===== src/rtl/dna_pattern_search.sv =====
// Sliding-window DNA pattern searcher over two 1-cycle-latency ROMs.
// Loads up to MAX_PAT pattern symbols, then streams DNA one symbol per cycle.
// Ports: clock, reset_N (sync, active low), ready/count_mode start request,
//   dna_start/dna_length/pattern_start/pattern_len request fields,
//   dna_re/dna_addr/dna_data and pat_re/pat_addr/pat_data ROM interfaces,
//   done/found_it/error/found_location/match_count results.
// Optional: define DNA_SEARCH_WILDCARD_EN to add a pat_wild input whose
//   per-slot mask makes a pattern slot match any DNA symbol.
module dna_pattern_search #(
    parameter int ADDR_W  = 16,
    parameter int PADDR_W = 12,
    parameter int SYM_W   = 2,
    parameter int MAX_PAT = 8,
    parameter int COUNT_W = 8
) (
    input  logic                         clock,
    input  logic                         reset_N,
    input  logic                         ready,
    input  logic                         count_mode,
    input  logic [ADDR_W-1:0]            dna_start,
    input  logic [ADDR_W-1:0]            dna_length,
    input  logic [PADDR_W-1:0]           pattern_start,
    input  logic [$clog2(MAX_PAT+1)-1:0] pattern_len,
    output logic                         dna_re,
    output logic [ADDR_W-1:0]            dna_addr,
    input  logic [SYM_W-1:0]             dna_data,
    output logic                         pat_re,
    output logic [PADDR_W-1:0]           pat_addr,
    input  logic [SYM_W-1:0]             pat_data,
`ifdef DNA_SEARCH_WILDCARD_EN
    input  logic                         pat_wild,
`endif
    output logic                         done,
    output logic                         found_it,
    output logic                         error,
    output logic [ADDR_W-1:0]            found_location,
    output logic [COUNT_W-1:0]           match_count
);

    localparam int PLW = $clog2(MAX_PAT + 1);
    localparam int CW  = ADDR_W + 1;
    localparam logic [CW-1:0] ONE = CW'(1);

    typedef enum logic [2:0] {
        S_IDLE,
        S_CHECK,
        S_LOAD,
        S_SCAN,
        S_DONE
    } state_t;

    state_t state;

    logic [CW-1:0]      cnt;
    logic [ADDR_W-1:0]  dna_start_q;
    logic [ADDR_W-1:0]  dna_len_q;
    logic [PADDR_W-1:0] pat_start_q;
    logic [PLW-1:0]     len_q;
    logic               mode_q;

    // Both buffers are shift registers with the newest symbol at index 0,
    // so window entry w always lines up with pattern entry w.
    logic [MAX_PAT-1:0][SYM_W-1:0] win;
    logic [MAX_PAT-1:0][SYM_W-1:0] pbuf;
    logic [MAX_PAT-1:0][SYM_W-1:0] win_next;
`ifdef DNA_SEARCH_WILDCARD_EN
    logic [MAX_PAT-1:0]            wbuf;
`endif

    logic [CW-1:0]     len_c;
    logic [CW-1:0]     dlen_c;
    logic              hit;
    logic              match;
    logic [ADDR_W-1:0] loc;

    assign len_c    = CW'(len_q);
    assign dlen_c   = CW'(dna_len_q);
    assign win_next = {win[MAX_PAT-2:0], dna_data};

    always_comb begin
        hit = 1'b1;
        for (int w = 0; w < MAX_PAT; w++) begin
            if (w < int'(len_q)) begin
`ifdef DNA_SEARCH_WILDCARD_EN
                if (!wbuf[w] && (win_next[w] != pbuf[w])) hit = 1'b0;
`else
                if (win_next[w] != pbuf[w]) hit = 1'b0;
`endif
            end
        end
    end

    // cnt is the number of symbols received once this cycle's data lands.
    assign match = (state == S_SCAN) && (cnt >= len_c) && hit;
    assign loc   = dna_start_q + cnt[ADDR_W-1:0] - ADDR_W'(len_q);

    always_ff @(posedge clock) begin
        if (!reset_N) begin
            state          <= S_IDLE;
            cnt            <= '0;
            dna_start_q    <= '0;
            dna_len_q      <= '0;
            pat_start_q    <= '0;
            len_q          <= '0;
            mode_q         <= 1'b0;
            win            <= '0;
            pbuf           <= '0;
`ifdef DNA_SEARCH_WILDCARD_EN
            wbuf           <= '0;
`endif
            dna_re         <= 1'b0;
            dna_addr       <= '0;
            pat_re         <= 1'b0;
            pat_addr       <= '0;
            done           <= 1'b0;
            found_it       <= 1'b0;
            error          <= 1'b0;
            found_location <= '0;
            match_count    <= '0;
        end else begin
            unique case (state)
                S_IDLE: begin
                    if (ready) begin
                        dna_start_q    <= dna_start;
                        dna_len_q      <= dna_length;
                        pat_start_q    <= pattern_start;
                        len_q          <= pattern_len;
                        mode_q         <= count_mode;
                        win            <= '0;
                        done           <= 1'b0;
                        found_it       <= 1'b0;
                        error          <= 1'b0;
                        found_location <= '0;
                        match_count    <= '0;
                        state          <= S_CHECK;
                    end
                end
                S_CHECK: begin
                    if ((len_q == '0) || (int'(len_q) > MAX_PAT) ||
                        (ADDR_W'(len_q) > dna_len_q)) begin
                        error <= 1'b1;
                        state <= S_DONE;
                    end else begin
                        pat_re   <= 1'b1;
                        pat_addr <= pat_start_q;
                        cnt      <= '0;
                        state    <= S_LOAD;
                    end
                end
                S_LOAD: begin
                    cnt <= cnt + ONE;
                    if (cnt + ONE < len_c) pat_addr <= pat_addr + 1'b1;
                    else                   pat_re   <= 1'b0;
                    if (cnt != '0) begin
                        pbuf <= {pbuf[MAX_PAT-2:0], pat_data};
`ifdef DNA_SEARCH_WILDCARD_EN
                        wbuf <= {wbuf[MAX_PAT-2:0], pat_wild};
`endif
                    end
                    if (cnt == len_c) begin
                        dna_re   <= 1'b1;
                        dna_addr <= dna_start_q;
                        cnt      <= '0;
                        state    <= S_SCAN;
                    end
                end
                S_SCAN: begin
                    cnt <= cnt + ONE;
                    if (cnt + ONE < dlen_c) dna_addr <= dna_addr + 1'b1;
                    else                    dna_re   <= 1'b0;
                    if (cnt != '0) win <= win_next;
                    if (cnt == dlen_c) state <= S_DONE;
                    if (match) begin
                        if (!found_it) begin
                            found_it       <= 1'b1;
                            found_location <= loc;
                        end
                        if (!mode_q) begin
                            match_count <= COUNT_W'(1);
                            dna_re      <= 1'b0;
                            state       <= S_DONE;
                        end else if (match_count != '1) begin
                            match_count <= match_count + 1'b1;
                        end
                    end
                end
                S_DONE: begin
                    done <= 1'b1;
                    if (!ready) state <= S_IDLE;
                end
                default: state <= S_IDLE;
            endcase
        end
    end

endmodule


===== config.mk =====
export PLATFORM = sky130hd
export DESIGN_NAME = dna_pattern_search
export DESIGN_NICKNAME = d
export VERILOG_FILES = /design/src/rtl/dna_pattern_search.sv
export SDC_FILE = /design/constraint.sdc
export NUM_CORES = 1
export LEC_CHECK = 0
export BUFFER_PORTS_ARGS = -buffer_cell sky130_fd_sc_hd__buf_2
export CAP_MARGIN = 10
export CORE_ASPECT_RATIO = 1.25
export CORE_MARGIN = 3
export CORE_UTILIZATION = 50
export DETAILED_ROUTE_END_ITERATION = 7
export GPL_TIMING_DRIVEN = 0
export PLACE_DENSITY = 0.73
export SLEW_MARGIN = 5
export SYNTH_ARGS = -nofsm -noshare
export SYNTH_HDL_FRONTEND = slang
export SYNTH_SLANG_ARGS = --single-unit

===== constraint.sdc =====
create_clock -name clock -period 3.4 [get_ports clock]
set_clock_uncertainty 0.1 [all_clocks]
set_input_delay 0.51 -clock clock [delete_from_list [all_inputs] [get_ports clock]]
set_output_delay 0.51 -clock clock [all_outputs]
set_load 0.1 [all_outputs]

=== Word level (Yosys, flattened, before mapping) ===
Cells that the tools add are included.
W data, S select, Z words.

* Bits of input ports: 56
* Register bits: 156
* Logic and storage cells: 162

* Reductions and logical operators: 27
* Equality and inequality tests: 27
* Order comparisons: 13
* $add $sub $neg: 6
* Multiplexer cells: 58

{| class="wikitable"
|+ Operator list
! operator !! number
|-
| $mux W16 || 5
|-
| $pmux W16 S2 || 2
|-
| $pmux W17 S3 || 1
|-
| $mux W17 || 2
|-
| $mux W8 || 4
|-
| $pmux W14 S2 || 1
|-
| $mux W1 || 25
|-
| $mux W12 || 2
|-
| $pmux W12 S2 || 1
|-
| $mux W3 || 7
|-
| $reduce_and A3 Y1 || 7
|-
| $ne A2 B2 Y1 const B || 9
|-
| $add A17 B1 Y17 const B || 1
|-
| $eq A17 B16 Y1 || 1
|-
| $eq A17 B4 Y1 || 1
|-
| $ge A17 B4 Y1 || 1
|-
| $lt A17 B16 Y1 || 1
|-
| $lt A17 B4 Y1 || 1
|-
| $reduce_bool A17 Y1 || 1
|-
| $add A16 B1 Y16 const B || 1
|-
| $add A16 B16 Y16 || 1
|-
| $gt A4 B16 Y1 || 1
|-
| $lt A3 B4 Y1 const A || 4
|-
| $ne A2 B2 Y1 || 8
|-
| other kinds (24) || 43
|}

=== Depth between registers and ports, before layout ===
Gate-level depths: netlist of the first run.

* Depth in word-level cells: 20
* Mapped depth: 15
* Depth with buffers taken out: 13

=== Least setup slack after synthesis of the first run ===
Ideal clock, no wire load.

* Path kind: reg-to-reg
* Start point: register cnt[1]
* End point: register dna_addr[13]
* Data arrival time: 3383 ps
* Library setup time: 120 ps
* Required time: 3180 ps
* Stages on the path, launching flop included: 14
* Path buffers: 2
* Slack: -203 ps
* Cell sequence: dfxtp_1 -> ha_1 -> nand3_2 -> or3_2 -> clkbuf_1 -> nor3_1 -> xnor2_1 -> ha_1 -> nand2_1 -> o211ai_1 -> a2111o_1 -> o21a_1 -> clkbuf_1 -> o221a_2

* Word-level cells in the longest chain between the ends: 4
* Elaborated cells on any way between the ends: 6
* Those cells by class: add/sub (1); order compare (1); eq/ne (3); reduce/logical (1)

{| class="wikitable"
|+ RTL lines
! what !! line !! source
|-
| from (decl) || 54 || <nowiki>logic [CW-1:0] cnt;</nowiki>
|-
| from (signal assigned) || 151 || <nowiki>cnt <= cnt + ONE;</nowiki>
|-
| from (signal assigned) || 168 || <nowiki>cnt <= cnt + ONE;</nowiki>
|-
| $add A17 B1 Y17 || 169 || <nowiki>if (cnt + ONE < dlen_c) dna_addr <= dna_addr + 1'b1;</nowiki>
|-
| $lt A17 B16 Y1 || 169 ||
|-
| $ne A2 B1 Y1 (no line) || n/a ||
|-
| $reduce_and A3 Y1 (no line) (*) || n/a ||
|-
| to (signal assigned) || 162 || <nowiki>dna_addr <= dna_start_q;</nowiki>
|-
| to (signal assigned) || 169 ||
|-
| to (decl) || 25 || <nowiki>output logic [ADDR_W-1:0] dna_addr,</nowiki>
|}

Every way passes the cells marked *; elsewhere a longest branch is shown, timed or not.
A chain may end at the register's enable or synchronous reset.

=== Worst setup path after layout of the first run ===
* Start point: register cnt[1]
* End point: register dna_addr[2]

Same word-level chain as after synthesis.

==> impl_metrics.env, run 1 <==
export IMPL_syn_area_sq_um=9160
export IMPL_drt_iter0_drc=678
export IMPL_p_int_uw=3820
export IMPL_num_rows=54
export IMPL_post_route_util_pct=62.0
export IMPL_antenna_found_initial=0
export IMPL_p_leak_uw=0.00459
export IMPL_synth_flop_cell="dfxtp_1"
export IMPL_crit_required_ns=3.60
export IMPL_clkTransAtPathRegs_ns=0.07
export IMPL_power_uw=5990
export IMPL_period_needed_ns=3.39
export IMPL_start_util_pct=51.7
export IMPL_gp_routability_congestion=0.956
export IMPL_area_delta_synth_final_pct=19.8
export IMPL_wl_per_cell_microns=17.8
export IMPL_cts_hold_buf=0
export IMPL_ys_warn_count=0
export IMPL_power_switching_uw=2170
export IMPL_cap_violations=0
export IMPL_cts_inserted_buffers=17
export IMPL_yosys_top_cells_area="dfxtp_1, ha_1, nand2_1"
export IMPL_synth_common_cells="nand2_1, dfxtp_1, a21oi_1"
export IMPL_min_path_cells=3
export IMPL_cts_htree_levels=4
export IMPL_hp_class="input pin to register"
export IMPL_cts_sinks=156
export IMPL_clkPwrFrac_pct=34.0
export IMPL_clock_path_buffers=2
export IMPL_status="finished clean"
export IMPL_layout_cells_non_filler=1571
export IMPL_reg2reg_to="dna_addr[2]$_SDFFE_PN0P_"
export IMPL_drc=0
export IMPL_synth_most_common_cell="nand2_1"
export IMPL_diodes=0
export IMPL_crit_start="cnt[1]$_SDFFE_PN0P_"
export IMPL_post_dp_hpwl_microns=20700
export IMPL_synth_edf_count=0
export IMPL_track_usage_pct=27.3
export IMPL_synthArstFlopShare_pct=0
export IMPL_drv_slew=0
export IMPL_ys_seq_area_share_pct=34.1
export IMPL_postSynthCellCount=1188
export IMPL_p_comb_share_pct=31.1
export IMPL_multi_input_area_sq_um=5580
export IMPL_grt_max_degree=17
export IMPL_clk_latency_ns=0.44
export IMPL_synth_top_cell_by_area="dfxtp_1"
export IMPL_worstSetupPathType="register to register"
export IMPL_core_area_sq_um=17700
export IMPL_first_global_vias=8588
export IMPL_design_area_sq_um=11000
export IMPL_routed_wl_microns=27900
export IMPL_synth_fp_nets=1308
export IMPL_ant_nets=0
export IMPL_overflow=0
export IMPL_fillers=1626
export IMPL_final_period_utilization_pct=99.8
export IMPL_ff2ff_path_depth=13
export IMPL_drive_above_1_share_pct=17.1
export IMPL_dpl_instance_area_sq_um=10000
export IMPL_synth_top_cell_area_share_pct=34.1
export IMPL_finalNetCount=1454
export IMPL_synth_avg_cell_area_sq_um=7.71
export IMPL_dp_cells=1524
export IMPL_io_pins=113
export IMPL_switching_share_pct=36.2
export IMPL_max_freq_mhz=295
export IMPL_vias=9119
export IMPL_synth_seq_cells=156
export IMPL_critPathMaxFanout=5
export IMPL_power_density_nw_per_um2=546
export IMPL_cp_start_kind="register"
export IMPL_vdd_drop_max_v=0.000353
export IMPL_first_pass_iters=5
export IMPL_slew_headroom_pct=40.3
export IMPL_worstHoldStart="dna_start[7]"
export IMPL_worstReg2RegStart="cnt[1]$_SDFFE_PN0P_"
export IMPL_grt_pass1_wl_microns=43100
export IMPL_worst_slew_pin_slew_ns=0.892
export IMPL_die_w_microns=127
export IMPL_ff2ff_setup_slack_ns=0.007
export IMPL_hold_violations=0
export IMPL_sequentialPowerShare_pct=34.9
export IMPL_die_area_sq_um=20000
export IMPL_hold_path_end="dna_start_q[7]$_SDFFE_PN0P_"
export IMPL_seq_area_sq_um=3130
export IMPL_die_h_microns=157
export IMPL_avgViaCountPerCell=5.80
export IMPL_finalSetupViolations=0
export IMPL_ys_types=70
export IMPL_io_buffers=112
export IMPL_cts_root_buf="clkbuf_16"
export IMPL_rsz0062_at_grt="true"
export IMPL_cts_tree="yes"
export IMPL_critPathArrivalTime_ns=3.60
export IMPL_crit_path_end_kind="register"
[worst max path at each step]
stage                                 endpoint  slack, ns  depth (start not counted)
6_report              dna_addr[2]$_SDFFE_PN0P_      0.007                         13
5_1_grt               dna_addr[2]$_SDFFE_PN0P_      -0.08                         13
4_1_cts        found_location[15]$_SDFFE_PN0P_       0.01                         13
3_5_place_dp          dna_addr[7]$_SDFFE_PN0P_      -0.46                         13
3_3_place_gp         dna_addr[12]$_SDFFE_PN0P_      -0.44                         13
2_1_floorplan        dna_addr[13]$_SDFFE_PN0P_       0.03                         13
[timing repair]
item | CTS | global route
endpoints found under the hold margin | 0 | 0
buffers inserted | 4 | 12
cloned | 0 | 1
gates resized for setup | 13 | 39
pin swaps | 3 | 14
setup endpoints to repair | 35 | 38
[cell type report]
class,count,share of cell area [%]
multi-input cells,875,50.9
flip-flops and latches,156,28.5
repair buffers,129,6.25
clock buffers,18,4.00
plain buffers,67,3.06
inverters,88,3.02
well taps,224,2.55
clock inverters,14,1.69
[power by group through the flow]
| stage | clock, uW | combinational [uW] | sequential (uW) |
|---|---|---|---|
| 2_1_floorplan | 0 | 1150 | 2250 |
| 3_3_place_gp | 0 | 1710 | 2130 |
| 3_5_place_dp | 0 | 1730 | 2130 |
| 4_1_cts | 2050 | 1790 | 2090 |
| 5_1_grt | 2140 | 2040 | 2100 |
| 6_report | 2030 | 1860 | 2090 |
[registers in the layout, summed over array words and instances (netlist names), 8 cells and up]
register        cells
pat_addr           12
cnt                17
dna_len_q          16
found_location     16
dna_addr           16
dna_start_q        16
win                14
pbuf               16
pat_start_q        12
match_count         8
[worst max-delay path: stages (launching register included)]
cell	delay [ns]
dfxtp_4	0.39
ha_4	0.19
nand3_4	0.10
or3_4	0.43
xnor2_1	0.15
ha_1	0.32
a21o_1	0.18
a21oi_2	0.12
o211ai_1	0.11
a2111o_1	0.45
o21a_2	0.29
buf_6	0.14
o211ai_1	0.19
o31ai_2	0.09
[layout by cell type, fill, tap and decap left out, types with 20 or more instances in the layout]
cell type,Yosys,final
dfxtp_1,156,153
nor3_1,29,28
buf_2,3,115
ha_1,60,57
buf_4,6,20
inv_1,87,87
a21oi_1,141,135
nor2_1,78,78
nand2_1,190,189
mux2i_1,28,28
clkbuf_1,55,49
nand3_1,68,68
xnor2_1,30,30
xor2_1,32,32
o21ai_0,31,28
[stage by stage]
stage | setup TNS (ns) | setup WS (ns) | hold slack (ns)
final | 0 | 0.00694 | 0.209
after global routing | -0.291 | -0.0794 | 0.211
after CTS | 0 | 0.0110 | 0.200
after detailed placement | -9.82 | -0.461 | 0.352
after global placement | -8.51 | -0.444 | 0.346
after floorplan | 0 | 0.0318 | 0.336
[layer usage]
| layer | GRT usage [%] | wire length [microns] | vias up | share of wire (%) |
|---|---|---|---|---|
| li1 | - | - | 4403 | - |
| met1 | 33.3 | 11400 | 4330 | 41 |
| met2 | 47.9 | 13900 | 320 | 50 |
| met3 | 4.92 | 1720 | 66 | 6.2 |
| met4 | 10.2 | 902 | 0 | 3.2 |
| met5 | 0 | 0 | - | 0 |
[kinds of logic (layout without fill, tap and decap cells)]
group                      after synthesis  count (layout)  synth area share (%)
and+or+nand+nor                        456             456                  23.3
buffers and inverters                  157             316                  6.98
AOI/OAI and AO/OA                      264             264                  17.4
xor gates and xnor gates                62              62                  5.93
adders and majority gates               64              64                  9.07
DFF                                    156             156                  34.1
muxes                                   29              29                  3.18
No activity file was read; power rests on OpenSTA's default activity.
==> inputs of run 2 (changes only) <==
--- a/config.mk
+++ b/config.mk
@@ -7,12 +7,13 @@
 export LEC_CHECK = 0
 export BUFFER_PORTS_ARGS = -buffer_cell sky130_fd_sc_hd__buf_2
 export CAP_MARGIN = 10
+export CELL_PAD_IN_SITES_DETAIL_PLACEMENT = 1
+export CELL_PAD_IN_SITES_GLOBAL_PLACEMENT = 1
 export CORE_ASPECT_RATIO = 1.25
 export CORE_MARGIN = 3
-export CORE_UTILIZATION = 50
+export CORE_UTILIZATION = 39
 export DETAILED_ROUTE_END_ITERATION = 7
-export GPL_TIMING_DRIVEN = 0
-export PLACE_DENSITY = 0.73
+export PLACE_DENSITY_LB_ADDON = 0.1
 export SLEW_MARGIN = 5
 export SYNTH_ARGS = -nofsm -noshare
 export SYNTH_HDL_FRONTEND = slang
==> run 2 against run 1 <==
Routed wire length is 5.0% higher; register-to-register slack improved by 0.07 ns; first-iteration DRC count shrank 54%; die area increased by 27%; via count is 2.9% lower; flip-flop and latch count did not move; largest power group unchanged; worst setup slack improved by 0.067 ns; sequential power is essentially flat; power fell by 3.0%; utilization fell by 14 points.
==> impl_metrics.env, run 2 (same netlist as run 1, synthesis figures left out) <==
export IMPL_max_freq_mhz=301
export IMPL_worst_slew_pin_slew_ns=1.14
export IMPL_crit_buf_inv=2
export IMPL_largest_reg_flops=17
export IMPL_slowest_delay_ns=0.47
export IMPL_ant_nets=0
export IMPL_cts_root_buf="clkbuf_16"
export IMPL_io_pins=113
export IMPL_rsz0062_at_grt="true"
export IMPL_ff2ff_setup_slack_ns=0.07
export IMPL_post_route_util_pct=47.9
export IMPL_avgViaCountPerCell=5.51
export IMPL_diodes=0
export IMPL_finalSetupViolations=0
export IMPL_drc=0
export IMPL_gp_routability_congestion=0.899
export IMPL_cp_common_cell="buf_12"
export IMPL_antenna_found_initial=0
export IMPL_grt_max_degree=56
export IMPL_power_switching_uw=2140
export IMPL_worstSetupPathType="register to register"
export IMPL_start_util_pct=39.8
export IMPL_post_dp_hpwl_microns=21500
export IMPL_clkTransAtPathRegs_ns=0.07
export IMPL_cp_slowest_cell="a2111o_1"
export IMPL_clkPwrFrac_pct=32.5
export IMPL_cap_violations=0
export IMPL_first_pass_iters=4
export IMPL_overflow=0
export IMPL_crit_required_ns=3.60
export IMPL_cts_hold_buf=0
export IMPL_hp_class="input pin to register"
export IMPL_critPathTopFamily="compound AO/OA/AOI/OAI gates"
export IMPL_seq_area_sq_um=3130
export IMPL_num_rows=62
export IMPL_p_comb_share_pct=32.0
export IMPL_vdd_drop_max_v=0.000339
export IMPL_multi_input_area_sq_um=5600
export IMPL_cp_start_kind="register"
export IMPL_grt_pass1_wl_microns=47000
export IMPL_critPathMaxFanout=11
export IMPL_clk_latency_ns=0.43
export IMPL_layout_cells_non_filler=1606
export IMPL_die_area_sq_um=25400
export IMPL_dp_cells=1572
export IMPL_wl_per_cell_microns=18.3
export IMPL_period_needed_ns=3.33
export IMPL_first_global_vias=9167
export IMPL_drt_iter0_drc=309
export IMPL_core_area_sq_um=23000
export IMPL_status="finished clean"
export IMPL_p_int_uw=3670
export IMPL_vias=8857
export IMPL_track_usage_pct=23.2
export IMPL_power_density_nw_per_um2=527
export IMPL_crit_path_end_kind="register"
export IMPL_final_period_utilization_pct=97.8
export IMPL_switching_share_pct=36.9
export IMPL_cts_sinks=156
export IMPL_cts_inserted_buffers=17
export IMPL_drive_above_1_share_pct=19.0
export IMPL_critPathArrivalTime_ns=3.52
export IMPL_area_delta_synth_final_pct=20.4
export IMPL_fillers=2844
export IMPL_io_buffers=112
export IMPL_cts_htree_levels=4
export IMPL_sequentialPowerShare_pct=35.5
export IMPL_clock_path_buffers=2
export IMPL_die_w_microns=143
export IMPL_p_leak_uw=0.00464
export IMPL_routed_wl_microns=29300
export IMPL_cts_tree="yes"
export IMPL_final_common_cell="nand2_1"
export IMPL_drv_slew=0
export IMPL_finalNetCount=1425
export IMPL_slew_headroom_pct=24.1
export IMPL_regMostFlops="cnt"
export IMPL_timing_hold_ws_ns=0.211
export IMPL_mostFrequentLayoutCells="nand2_1, dfxtp_1, a21oi_1, buf_2, inv_1"
export IMPL_hold_violations=0
export IMPL_crit_chain="ha_4, nand3_4, or3_4, xnor2_1, ha_1, a21o_1, a21oi_2, o211ai_1, a2111o_1, o21a_4, buf_12, buf_12, a21oi_4, o32ai_2"
export IMPL_die_h_microns=177
==> run 2: final timing paths <==
| check | from | end | cells past startpoint |
|---|---|---|---|
| max | cnt[0]$_SDFFE_PN0P_ | dna_addr[11]$_SDFFE_PN0P_ | 14 |
| min reg2reg | pat_start_q[1]$_SDFFE_PN0P_ | pat_start_q[1]$_SDFFE_PN0P_ | 2 |
| min | pattern_start[7] | pat_start_q[7]$_SDFFE_PN0P_ | 3 |
| max reg2reg | cnt[0]$_SDFFE_PN0P_ | dna_addr[11]$_SDFFE_PN0P_ | 14 |
==> run 2: worst register-to-register path: stages (launching register included) <==
cell and delay, ns:
dfxtp_2 0.36, ha_4 0.16, nand3_4 0.08, or3_4 0.40, xnor2_1 0.14, ha_1 0.31
a21o_1 0.19, a21oi_2 0.11, o211ai_1 0.09, a2111o_1 0.47, o21a_4 0.26, buf_12 0.15
buf_12 0.15, a21oi_4 0.12, o32ai_2 0.10
==> run 2: metal layers <==
metal	track usage, %	vias up	share of wire [%]
met3	4.15	40	3.3
li1	-	4329	-
met1	28.5	4353	44
met4	7.45	0	2.3
met2	40.7	135	51
met5	0	-	0
==> run 2: layout make-up <==
type / count / share of cell area, %
multi-input combinational: 875 / 50.7
sequential: 156 / 28.4
clock buffer: 20 / 4.14
tap: 288 / 3.27
inverter: 88 / 3.02
timing repair buffer: 167 / 9.44
clock inverter: 12 / 1.02
==> run 2: what timing repair did <==
action | in CTS | in global routing
buffers inserted | 0 | 1
setup endpoints to repair | 0 | 20
resized for setup | 0 | 32
==> run 2: power groups by stage <==
stage / sequential, uW / combinational, uW / clock, uW
floorplan: 2250 / 1150 / 0
global placement: 2100 / 1780 / 0
detailed placement: 2100 / 1810 / 0
CTS: 2060 / 1830 / 1940
global route: 2080 / 2080 / 2010
finish: 2060 / 1860 / 1890
==> run 2: metrics by stage <==
stage	power, uW	setup slack [ns]	instance area [sq um]	TNS [ns]
after floorplan	3400	0.0318	9180	0
after global placement	3880	0.0932	10300	0
after detailed placement	3920	0.0310	10300	0
after CTS	5830	0.00731	10800	0
after global routing	6170	-0.0733	11000	-0.302
final	5810	0.0744	11000	0
==> inputs of run 3 (changes only) <==
==> constraint.sdc (replaced) <==
create_clock -name clock -period 2.7 [get_ports clock]
set_clock_uncertainty 0.1 [all_clocks]
set_input_delay 0.405 -clock clock [delete_from_list [all_inputs] [get_ports clock]]
set_output_delay 0.405 -clock clock [all_outputs]
set_load 0.1 [all_outputs]
==> run 3 against run 2 <==
The run now ends with setup timing left; hold slack lost 0.11 ns; maximum frequency grew 5.7%; flip-flop and latch count is the same; clock power grew 33%; utilization grew 5.7 points; sequential power grew 25%.
==> impl_metrics.env, run 3 (same netlist as run 1, synthesis figures left out) <==
export IMPL_post_route_util_pct=53.6
export IMPL_first_pass_iters=4
export IMPL_track_usage_pct=24.9
export IMPL_hold_path_end="pat_start_q[5]$_SDFFE_PN0P_"
export IMPL_worstReg2RegStart="cnt[1]$_SDFFE_PN0P_"
export IMPL_cp_slowest_cell="a2111o_1"
export IMPL_start_util_pct=39.8
export IMPL_worstHoldStart="pattern_start[5]"
export IMPL_die_area_sq_um=25400
export IMPL_rsz0062_at_grt="true"
export IMPL_vdd_drop_max_v=0.000425
export IMPL_drv_slew=0
export IMPL_critPathTopFamily="compound AO/OA/AOI/OAI gates"
export IMPL_grt_pass1_wl_microns=50300
export IMPL_final_common_cell="nand2_1"
export IMPL_largest_reg_flops=17
export IMPL_status="finished with violations"
export IMPL_p_int_uw=5240
export IMPL_slew_headroom_pct=57.9
export IMPL_power_switching_uw=2960
export IMPL_worst_slew_pin_slew_ns=0.631
export IMPL_ff2ff_path_depth=12
export IMPL_drc=0
export IMPL_reg2reg_to="dna_addr[15]$_SDFFE_PN0P_"
export IMPL_final_setup_tns_ns=-10.71
export IMPL_area_delta_synth_final_pct=34.9
export IMPL_clkPwrFrac_pct=30.6
export IMPL_min_path_cells=3
export IMPL_switching_share_pct=36.1
export IMPL_crit_path_end_kind="register"
export IMPL_crit_required_ns=2.93
export IMPL_period_needed_ns=3.15
export IMPL_worstSetupPathType="register to register"
export IMPL_violations="setup timing"
export IMPL_gp_routability_congestion=0.894
export IMPL_clock_path_buffers=2
export IMPL_grt_max_degree=57
export IMPL_cts_htree_levels=4
export IMPL_cap_violations=0
export IMPL_diodes=0
export IMPL_sequentialPowerShare_pct=31.5
export IMPL_ff2ff_setup_slack_ns=-0.45
export IMPL_critPathMaxFanout=7
export IMPL_first_global_vias=9789
export IMPL_wl_per_cell_microns=18.7
export IMPL_antenna_found_initial=0
export IMPL_hold_violations=0
export IMPL_final_period_utilization_pct=117
export IMPL_mostFrequentLayoutCells="nand2_1, buf_4, dfxtp_1, a21oi_1, buf_2"
export IMPL_cts_tree="yes"
export IMPL_power_density_nw_per_um2=664
export IMPL_cts_inserted_buffers=17
export IMPL_crit_buf_inv=1
export IMPL_post_dp_hpwl_microns=22400
export IMPL_core_area_sq_um=23000
export IMPL_die_h_microns=177
export IMPL_drive_above_1_share_pct=30.2
export IMPL_p_comb_share_pct=37.9
export IMPL_slowest_delay_ns=0.41
export IMPL_clkTransAtPathRegs_ns=0.07
export IMPL_num_rows=62
export IMPL_crit_chain="ha_4, nand3_4, or3_4, xnor2_1, ha_1, a21o_1, a21oi_2, o211ai_1, a2111o_1, o21a_4, clkbuf_16, o32ai_1"
export IMPL_hp_class="input pin to register"
export IMPL_io_buffers=112
export IMPL_fillers=2796
export IMPL_critPathArrivalTime_ns=3.38
export IMPL_clk_latency_ns=0.43
export IMPL_timing_hold_ws_ns=0.102
export IMPL_cts_hold_buf=0
export IMPL_timing_final_ws_setup_ns=-0.448
export IMPL_cts_sinks=156
export IMPL_avgViaCountPerCell=5.46
export IMPL_cp_start_kind="register"
export IMPL_ant_nets=0
export IMPL_die_w_microns=143
export IMPL_io_pins=113
export IMPL_finalSetupViolations=37
export IMPL_overflow=0
export IMPL_vias=9368
export IMPL_max_freq_mhz=318
export IMPL_regMostFlops="cnt"
export IMPL_routed_wl_microns=32200
export IMPL_p_leak_uw=0.00530
export IMPL_finalNetCount=1537
export IMPL_cts_root_buf="clkbuf_16"
export IMPL_drt_iter0_drc=383
==> run 3: cell types whose count changed in the layout (fill, tap and decap cells not counted), sizes merged <==
cell      change
a21oi         +1
and2          +1
buf         +109
bufinv        +2
clkbuf        +2
clkinv        +3
clkinvlp      -4
inv           -3
==> run 3: metal layers <==
| layer | GRT usage [%] | share of wire, % | vias up |
|---|---|---|---|
| li1 | - | - | 4553 |
| met1 | 29.7 | 42 | 4593 |
| met2 | 45.4 | 53 | 161 |
| met3 | 3.21 | 2.3 | 61 |
| met4 | 8.80 | 2.8 | 0 |
| met5 | 0 | 0 | - |
==> run 3: worst register-to-register path, stage by stage, from the launching register on <==
cell	delay (ns)
dfxtp_4	0.38
ha_4	0.16
nand3_4	0.07
or3_4	0.36
xnor2_1	0.14
ha_1	0.33
a21o_1	0.18
a21oi_2	0.11
o211ai_1	0.10
a2111o_1	0.41
o21a_4	0.25
clkbuf_16	0.17
o32ai_1	0.31
==> run 3: final cells by class <==
cell class,instances,area (sq um),area share [%]
sequential,156,3160,25.5
timing repair buffer,277,1970,15.9
clock buffer,21,450,3.65
inverter,88,337,2.72
clock inverter,10,143,1.15
multi-input combinational,877,5940,48.1
tap,288,360,2.92
==> run 3: worst max-delay path by stage <==
stage	start	end	cells after the start
2_1_floorplan	cnt[1]$_SDFFE_PN0P_	dna_addr[13]$_SDFFE_PN0P_	13
3_3_place_gp	cnt[1]$_SDFFE_PN0P_	dna_addr[8]$_SDFFE_PN0P_	13
3_5_place_dp	cnt[2]$_SDFFE_PN0P_	dna_addr[8]$_SDFFE_PN0P_	11
4_1_cts	cnt[1]$_SDFFE_PN0P_	dna_addr[2]$_SDFFE_PN0P_	14
5_1_grt	cnt[1]$_SDFFE_PN0P_	dna_addr[8]$_SDFFE_PN0P_	13
6_report	cnt[1]$_SDFFE_PN0P_	dna_addr[15]$_SDFFE_PN0P_	12
==> run 3: power by group through the flow <==
stage	registers, uW	logic [uW]	clock network [uW]
2_1_floorplan	2830	1490	0
5_1_grt	2610	3390	2650
6_report	2580	3110	2510
3_5_place_dp	2630	2600	0
3_3_place_gp	2630	2540	0
4_1_cts	2580	2830	2550
==> run 3: what timing repair did <==
action,CTS,global route
buffers inserted,14,13
endpoints found under the setup margin,56,65
gates resized for setup,53,76
pin swaps,38,59
gates cloned,1,3
==> run 3: metrics by stage <==
step                      cell area (sq um)  instances  total power, uW  worst slack (ns)
after floorplan                        9280       1188             4320            -0.461
after global placement                11000       1659             5170            -0.393
after detailed placement              11000       1659             5230            -0.539
after CTS                             11900       1702             7960            -0.384
after global routing                  12400       1717             8640            -0.532
final                                 12400       1717             8200            -0.448
